==> src/rtl/cdc_pkg.sv <==
// Shared constants and helpers for the toggle-CDC receiver slice.
//   SYNC_STAGES_MIN/MAX : legal synchroniser depth range
//   chan_w(n)           : channel-index width, never narrower than 1 bit
package cdc_pkg;

    localparam int unsigned SYNC_STAGES_MIN = 2;
    localparam int unsigned SYNC_STAGES_MAX = 4;

    function automatic int unsigned chan_w(input int unsigned n);
        return (n <= 1) ? 1 : $clog2(n);
    endfunction

endpackage

==> src/rtl/toggle_sync_detect_n.sv <==
// Per-channel toggle synchroniser with change detect.
//   clk, rst   : destination clock, async active-high reset
//   toggle_i   : source-domain toggle (asynchronous)
//   edge_o     : one-cycle pulse on every synchronised toggle change
module toggle_sync_detect_n #(
    parameter int unsigned SYNC_STAGES = 2
) (
    input  logic clk,
    input  logic rst,
    input  logic toggle_i,
    output logic edge_o
);

    logic [SYNC_STAGES-1:0] sync_q;
    logic                   hist_q;

    always_ff @(posedge clk or posedge rst) begin
        if (rst) begin
            sync_q <= '0;
            hist_q <= 1'b0;
        end else begin
            sync_q <= {sync_q[SYNC_STAGES-2:0], toggle_i};
            hist_q <= sync_q[SYNC_STAGES-1];
        end
    end

    assign edge_o = sync_q[SYNC_STAGES-1] ^ hist_q;

endmodule

==> src/rtl/toggle_cdc_merge_rx.sv <==
// Destination-side receiver merging CHANNELS toggle-signalled crossings
// onto one valid/ready stream with round-robin arbitration.
//   toggle_in/data_in   : per-channel request toggle and word from the source
//   ack_out             : per-channel acknowledge toggle back to the source
//   edge_pulse          : raw per-channel detect pulse
//   out_valid/ready/data/chan : merged output stream
//   overrun/ovr_clr     : sticky per-channel dropped-word flags and clears
module toggle_cdc_merge_rx
    import cdc_pkg::*;
#(
    parameter int unsigned CHANNELS    = 4,
    parameter int unsigned DATA_W      = 8,
    parameter int unsigned SYNC_STAGES = 2,
    parameter int unsigned CHAN_W      = chan_w(CHANNELS)
) (
    input  logic                       clk,
    input  logic                       rst,
    input  logic [CHANNELS-1:0]        toggle_in,
    input  logic [CHANNELS*DATA_W-1:0] data_in,
    output logic [CHANNELS-1:0]        ack_out,
    output logic [CHANNELS-1:0]        edge_pulse,
    output logic                       out_valid,
    input  logic                       out_ready,
    output logic [DATA_W-1:0]          out_data,
    output logic [CHAN_W-1:0]          out_chan,
    output logic [CHANNELS-1:0]        overrun,
    input  logic [CHANNELS-1:0]        ovr_clr
);

    if (SYNC_STAGES < SYNC_STAGES_MIN || SYNC_STAGES > SYNC_STAGES_MAX) begin : g_bad_sync
        $error("toggle_cdc_merge_rx: SYNC_STAGES must be within 2..4");
    end
    if (CHANNELS < 1 || CHANNELS > 16) begin : g_bad_chan
        $error("toggle_cdc_merge_rx: CHANNELS must be within 1..16");
    end

    localparam logic [CHAN_W:0] CH_N = (CHAN_W+1)'(CHANNELS);

    logic [CHANNELS-1:0]   pending_q, pending_d;
    logic [CHANNELS-1:0]   ack_q, ack_d;
    logic [CHANNELS-1:0]   ovr_q, ovr_d;
    logic [DATA_W-1:0]     hold_q [CHANNELS];
    logic [DATA_W-1:0]     hold_d [CHANNELS];
    logic [CHAN_W-1:0]     rr_q, rr_d;
    logic [CHAN_W-1:0]     last_q, last_d;

    logic [2*CHANNELS-1:0] pend_dbl;
    logic [CHANNELS-1:0]   rot;
    logic [CHAN_W-1:0]     off;
    logic [CHAN_W-1:0]     sel;
    logic [CHAN_W:0]       sum;
    logic [CHAN_W:0]       nxt;
    logic                  found;
    logic                  xfer;
    logic [CHANNELS-1:0]   take;

    for (genvar c = 0; c < CHANNELS; c++) begin : g_sync
        toggle_sync_detect_n #(
            .SYNC_STAGES(SYNC_STAGES)
        ) u_sync (
            .clk      (clk),
            .rst      (rst),
            .toggle_i (toggle_in[c]),
            .edge_o   (edge_pulse[c])
        );
    end

    // Rotate pending so the pointer lands on bit 0, find the lowest set bit,
    // then add the pointer back modulo CHANNELS.
    always_comb begin
        pend_dbl = {pending_q, pending_q} >> rr_q;
        rot      = pend_dbl[CHANNELS-1:0];
        found    = 1'b0;
        off      = '0;
        for (int unsigned i = 0; i < CHANNELS; i++) begin
            if (!found && rot[i]) begin
                found = 1'b1;
                off   = CHAN_W'(i);
            end
        end
        sum = {1'b0, rr_q} + {1'b0, off};
        if (sum >= CH_N) sum = sum - CH_N;
        // Idle output keeps the previous selection so out_data/out_chan do not churn.
        sel    = found ? sum[CHAN_W-1:0] : last_q;
        last_d = sel;

        xfer = found & out_ready;
        nxt  = {1'b0, sel} + (CHAN_W+1)'(1);
        if (nxt >= CH_N) nxt = '0;
        rr_d = xfer ? nxt[CHAN_W-1:0] : rr_q;
    end

    always_comb begin
        out_data = '0;
        take     = '0;
        for (int unsigned c = 0; c < CHANNELS; c++) begin
            if (sel == CHAN_W'(c)) begin
                out_data = hold_q[c];
                take[c]  = xfer;
            end
        end
    end

    always_comb begin
        pending_d = pending_q;
        ack_d     = ack_q;
        ovr_d     = ovr_q;
        hold_d    = hold_q;
        for (int unsigned c = 0; c < CHANNELS; c++) begin
            // A detect coinciding with this channel's accept refills the slot.
            if (edge_pulse[c] && (!pending_q[c] || take[c])) begin
                hold_d[c]    = data_in[c*DATA_W +: DATA_W];
                pending_d[c] = 1'b1;
            end else if (take[c]) begin
                pending_d[c] = 1'b0;
            end
            if (take[c]) ack_d[c] = ~ack_q[c];
            if (edge_pulse[c] && pending_q[c] && !take[c]) begin
                ovr_d[c] = 1'b1;
            end else if (ovr_clr[c]) begin
                ovr_d[c] = 1'b0;
            end
        end
    end

    always_ff @(posedge clk or posedge rst) begin
        if (rst) begin
            pending_q <= '0;
            ack_q     <= '0;
            ovr_q     <= '0;
            rr_q      <= '0;
            last_q    <= '0;
            for (int unsigned c = 0; c < CHANNELS; c++) hold_q[c] <= '0;
        end else begin
            pending_q <= pending_d;
            ack_q     <= ack_d;
            ovr_q     <= ovr_d;
            rr_q      <= rr_d;
            last_q    <= last_d;
            hold_q    <= hold_d;
        end
    end

    assign out_valid = found;
    assign out_chan  = sel;
    assign ack_out   = ack_q;
    assign overrun   = ovr_q;

endmodule
==> config.mk <==
export PLATFORM = sky130hd
export DESIGN_NAME = toggle_cdc_merge_rx
export DESIGN_NICKNAME = d
export VERILOG_FILES = /design/src/rtl/cdc_pkg.sv /design/src/rtl/toggle_sync_detect_n.sv /design/src/rtl/toggle_cdc_merge_rx.sv
export SDC_FILE = /design/constraint.sdc
export NUM_CORES = 1
export LEC_CHECK = 0
export CAP_MARGIN = 20
export CORE_ASPECT_RATIO = 1.2
export CORE_MARGIN = 2
export CORE_UTILIZATION = 29
export CTS_CLUSTER_SIZE = 28
export DETAILED_ROUTE_END_ITERATION = 8
export PLACE_DENSITY = 0.65
export SKIP_LAST_GASP = 1
export SYNTH_ARGS = -nofsm -noshare
export SYNTH_HDL_FRONTEND = slang
export SYNTH_SLANG_ARGS = --single-unit
==> constraint.sdc <==
create_clock -name clk -period 2.91 [get_ports clk]
set_input_delay 0.582 -clock clk [delete_from_list [all_inputs] [get_ports clk]]
set_output_delay 0.582 -clock clk [all_outputs]
set_load 0.05 [all_outputs]
==> metrics <==
number of synthesized register bits=60; number of antenna repair diodes=0; clk root buf=clkbuf_8; detailed-router iteration count before antenna repair=4; post-DP HPWL=5019 um; hold-fix buffers at CTS=0; Slew HR=65.78%; I/O pin count=66; WHS Path Cells=0; CP required=2.33 ns; Routed WL=6499 um; FMAX=0.2801 GHz; Clk Latency, worst-skew pair=0.34 ns; number of DRC markers in iteration 0=38; worst r2r path cells=15; vias per std cell=4.559; vias in the first global route=2157; fraction of layout cells with a size suffix above 1=35.26%; Num CTS Buffers=9; initial core utilization=29.70%; synth unique cells=34; max layer used=met4; # setup viols final=8; Die Wd=91.80 um; final critical-path required period=3.570 ns; TritonCTS clock tree=built; Slew Viols, Final=0; CP endpoint kind=primary output; syn_nets=274; Cell Rows=38; Chip Height=109.4 um; synthesis-to-finish area growth=63.39%; Post-Layout Cell Count=449; worst slew pin tran=0.5117 ns; Slowest-stage cell, CP=dfrtp_2; routed wl met3=212 um; H-tree Lvls=3; crit path launch type=register; GRT Residual Overflow=0; Seq/Total Area, Yosys=55.97%; routed wire length on met2=3333 um; maximum capacitance violations=0; Final Skew=0.003337 ns; crit-path max FO=7; cells after synthesis=226; CP Cell Sequence=buf_4 -> mux2_4 -> o21ba_1 -> o32ai_4 -> a21oi_2 -> buf_4 -> ha_4 -> buf_4 -> nand3b_1 -> a21oi_2 -> a21oi_2 -> o21ai_4 -> buf_12; failing checks=setup timing; Hold Vio Cnt, Final=0; Worst EP arrival=2.99 ns; overall global routing resource usage=13.79%; Max Buffers Root-to-Sink=2; port bufs=65; Residual DRC=0; initial antenna violation count=0; wl on met1=2844 um; Routed Antenna Nets=0; Post-Place Setup Slack=-0.3236 ns; Nets=373; Core Footprint=9034 sq um; Vias=2047; Routability Congestion=0.7759; Synth Warn #=0; post-route clock period utilization=122.7%; first-pass GRT wire length=10670 um; Synth Area per Inst=11.87 sq um; CP peak stage delay=0.45 ns; pin count of the biggest net entering global routing=26; status=finished, violations left; crit path setup slack, layout=-0.6597 ns; Die Area=10040 sq um; Inst Count DP=429; routed len/inst=14.47 um; RSZ-0062 raised after global routing=true; Hold WC Path Type=reg -> reg; Clock transition at path regs=0.07 ns; mapped cell area=2683 sq um; clock sink count=60; Worst Setup Path Type=reg -> out
==> cell usage after synthesis <==
cell      number  area share (%)
o22ai_1        5             1.2
o31a_1         1            0.33
a21oi_1        5            0.93
nand3b_1       3            0.84
o221ai_1       1            0.33
nor3_1         2            0.37
xnor2_1        8             2.6
o21ai_1        2            0.37
a221oi_1       6             2.0
o21ai_0        4            0.75
and2b_1        1            0.28
buf_2          5            0.93
clkbuf_1       4            0.56
mux2_1        32              13
o31ai_1        6             1.7
o311ai_1       1            0.33
ha_1           5             2.3
a21oi_2        4             1.3
nand2_1       36             5.0
and2_4         1            0.33
nor2_1         2            0.28
nor2b_1        7             1.6
a21o_1         2            0.56
inv_2          2            0.28
inv_1         10             1.4
and2_1         1            0.23
mux2_4         1            0.56
buf_4          4             1.1
o21ba_1        1            0.37
nand2b_1       1            0.23
dfrtp_1       60              56
nor4_2         1            0.47
buf_6          1            0.42
o32ai_2        1            0.61
==> area by class of cell <==
cell class                      instances  area, sq um
Sequential cell                        60         1505
Timing Repair Buffer                  102         1115
Clock inverter                          5        52.55
Tap cell                              120        150.1
Clock buffer                           10        137.6
Multi-Input combinational cell        140         1378
Inverter                               12        45.04
Fill cell                             829         4651
==> registers in the layout (all words and copies together), names as in the netlist <==
name,count
ack_out,4
g_sync.u_sync.hist_q,4
g_sync.u_sync.sync_q,8
hold_q,32
last_q,2
overrun,4
pending_q,4
rr_q,2
==> cells in the final DEF (no fill, tap or decap), types with 4 or more instances in the layout <==
cell type | synthesis | layout
buf_4 | 4 | 29
o22ai_1 | 5 | 5
inv_1 | 10 | 9
a21oi_2 | 4 | 8
mux2_4 | 1 | 8
nand2_1 | 36 | 33
clkdlybuf4s50_1 | 0 | 55
clkbuf_8 | 0 | 10
buf_12 | 0 | 16
xnor2_1 | 8 | 8
nor2b_1 | 7 | 6
mux2_1 | 32 | 25
dfrtp_1 | 60 | 57
a221oi_2 | 0 | 4
o31ai_4 | 0 | 6
==> critical path: cells and delay by family (launching register included) <==
family / cells / cell delay, ns
AND/OR/NAND/NOR: 1 / 0.16
multiplexers: 1 / 0.30
adder cells (fa/ha/maj): 1 / 0.18
flip-flops: 1 / 0.45
buffers and inverters: 4 / 0.60
AO/OA/AOI/OAI: 6 / 0.96
==> final timing paths <==
kind	slack, ns	startpoint	to
max in group asynchronous	1.66	rst	hold_q[16]
worst min register to register	0.35	g_sync[0].u_sync.sync_q[0]	g_sync[0].u_sync.sync_q[1]
worst max register to register	0.01	pending_q[2]	hold_q[21]
worst min-delay path	0.35	g_sync[0].u_sync.sync_q[0]	g_sync[0].u_sync.sync_q[1]
worst max-delay path	-0.66	rr_q[0]	out_data[7]
min in group asynchronous	0.59	rst	g_sync[1].u_sync.sync_q[0]
==> cells by family after synthesis <==
group                    after synthesis  share of synthesized area [%]
AO/OA/AOI/OAI                         39                          10.68
XOR/XNOR                               8                          2.612
buffers and inverters                 26                          4.711
flip-flops                            60                          55.97
adder cells (fa/ha/maj)                5                          2.332
AND/OR/NAND/NOR                       55                          9.702
multiplexers                          33                          13.99
==> metal layers <==
metal  global-route usage, %  vias to the layer above
li1                        -                      973
met2                   23.74                       44
met4                   5.650                        0
met5                       0                        -
met1                   16.78                     1023
met3                   3.221                        7
==> what timing repair did <==
item,in CTS,in global routing
setup endpoints to repair,33,41
pin swaps,15,15
resized for setup,8,19
setup buffers,2,4
==> stage by stage <==
step	TNS, ns	util [%]	instance area [sq um]	hold WS, ns
3_3_place_gp	-1.769	44.65	4034	0.3328
4_1_cts	-4.881	47.30	4273	0.3478
5_1_grt	-9.093	48.52	4383	0.3627
2_1_floorplan	-2.468	-	2959	0.3312
3_5_place_dp	-3.439	44.65	4034	0.3371
6_report	-4.944	48.52	4383	0.3478
Power is not shown: default switching activity piles up to over one toggle a cycle in this logic, so the estimate is an artifact.
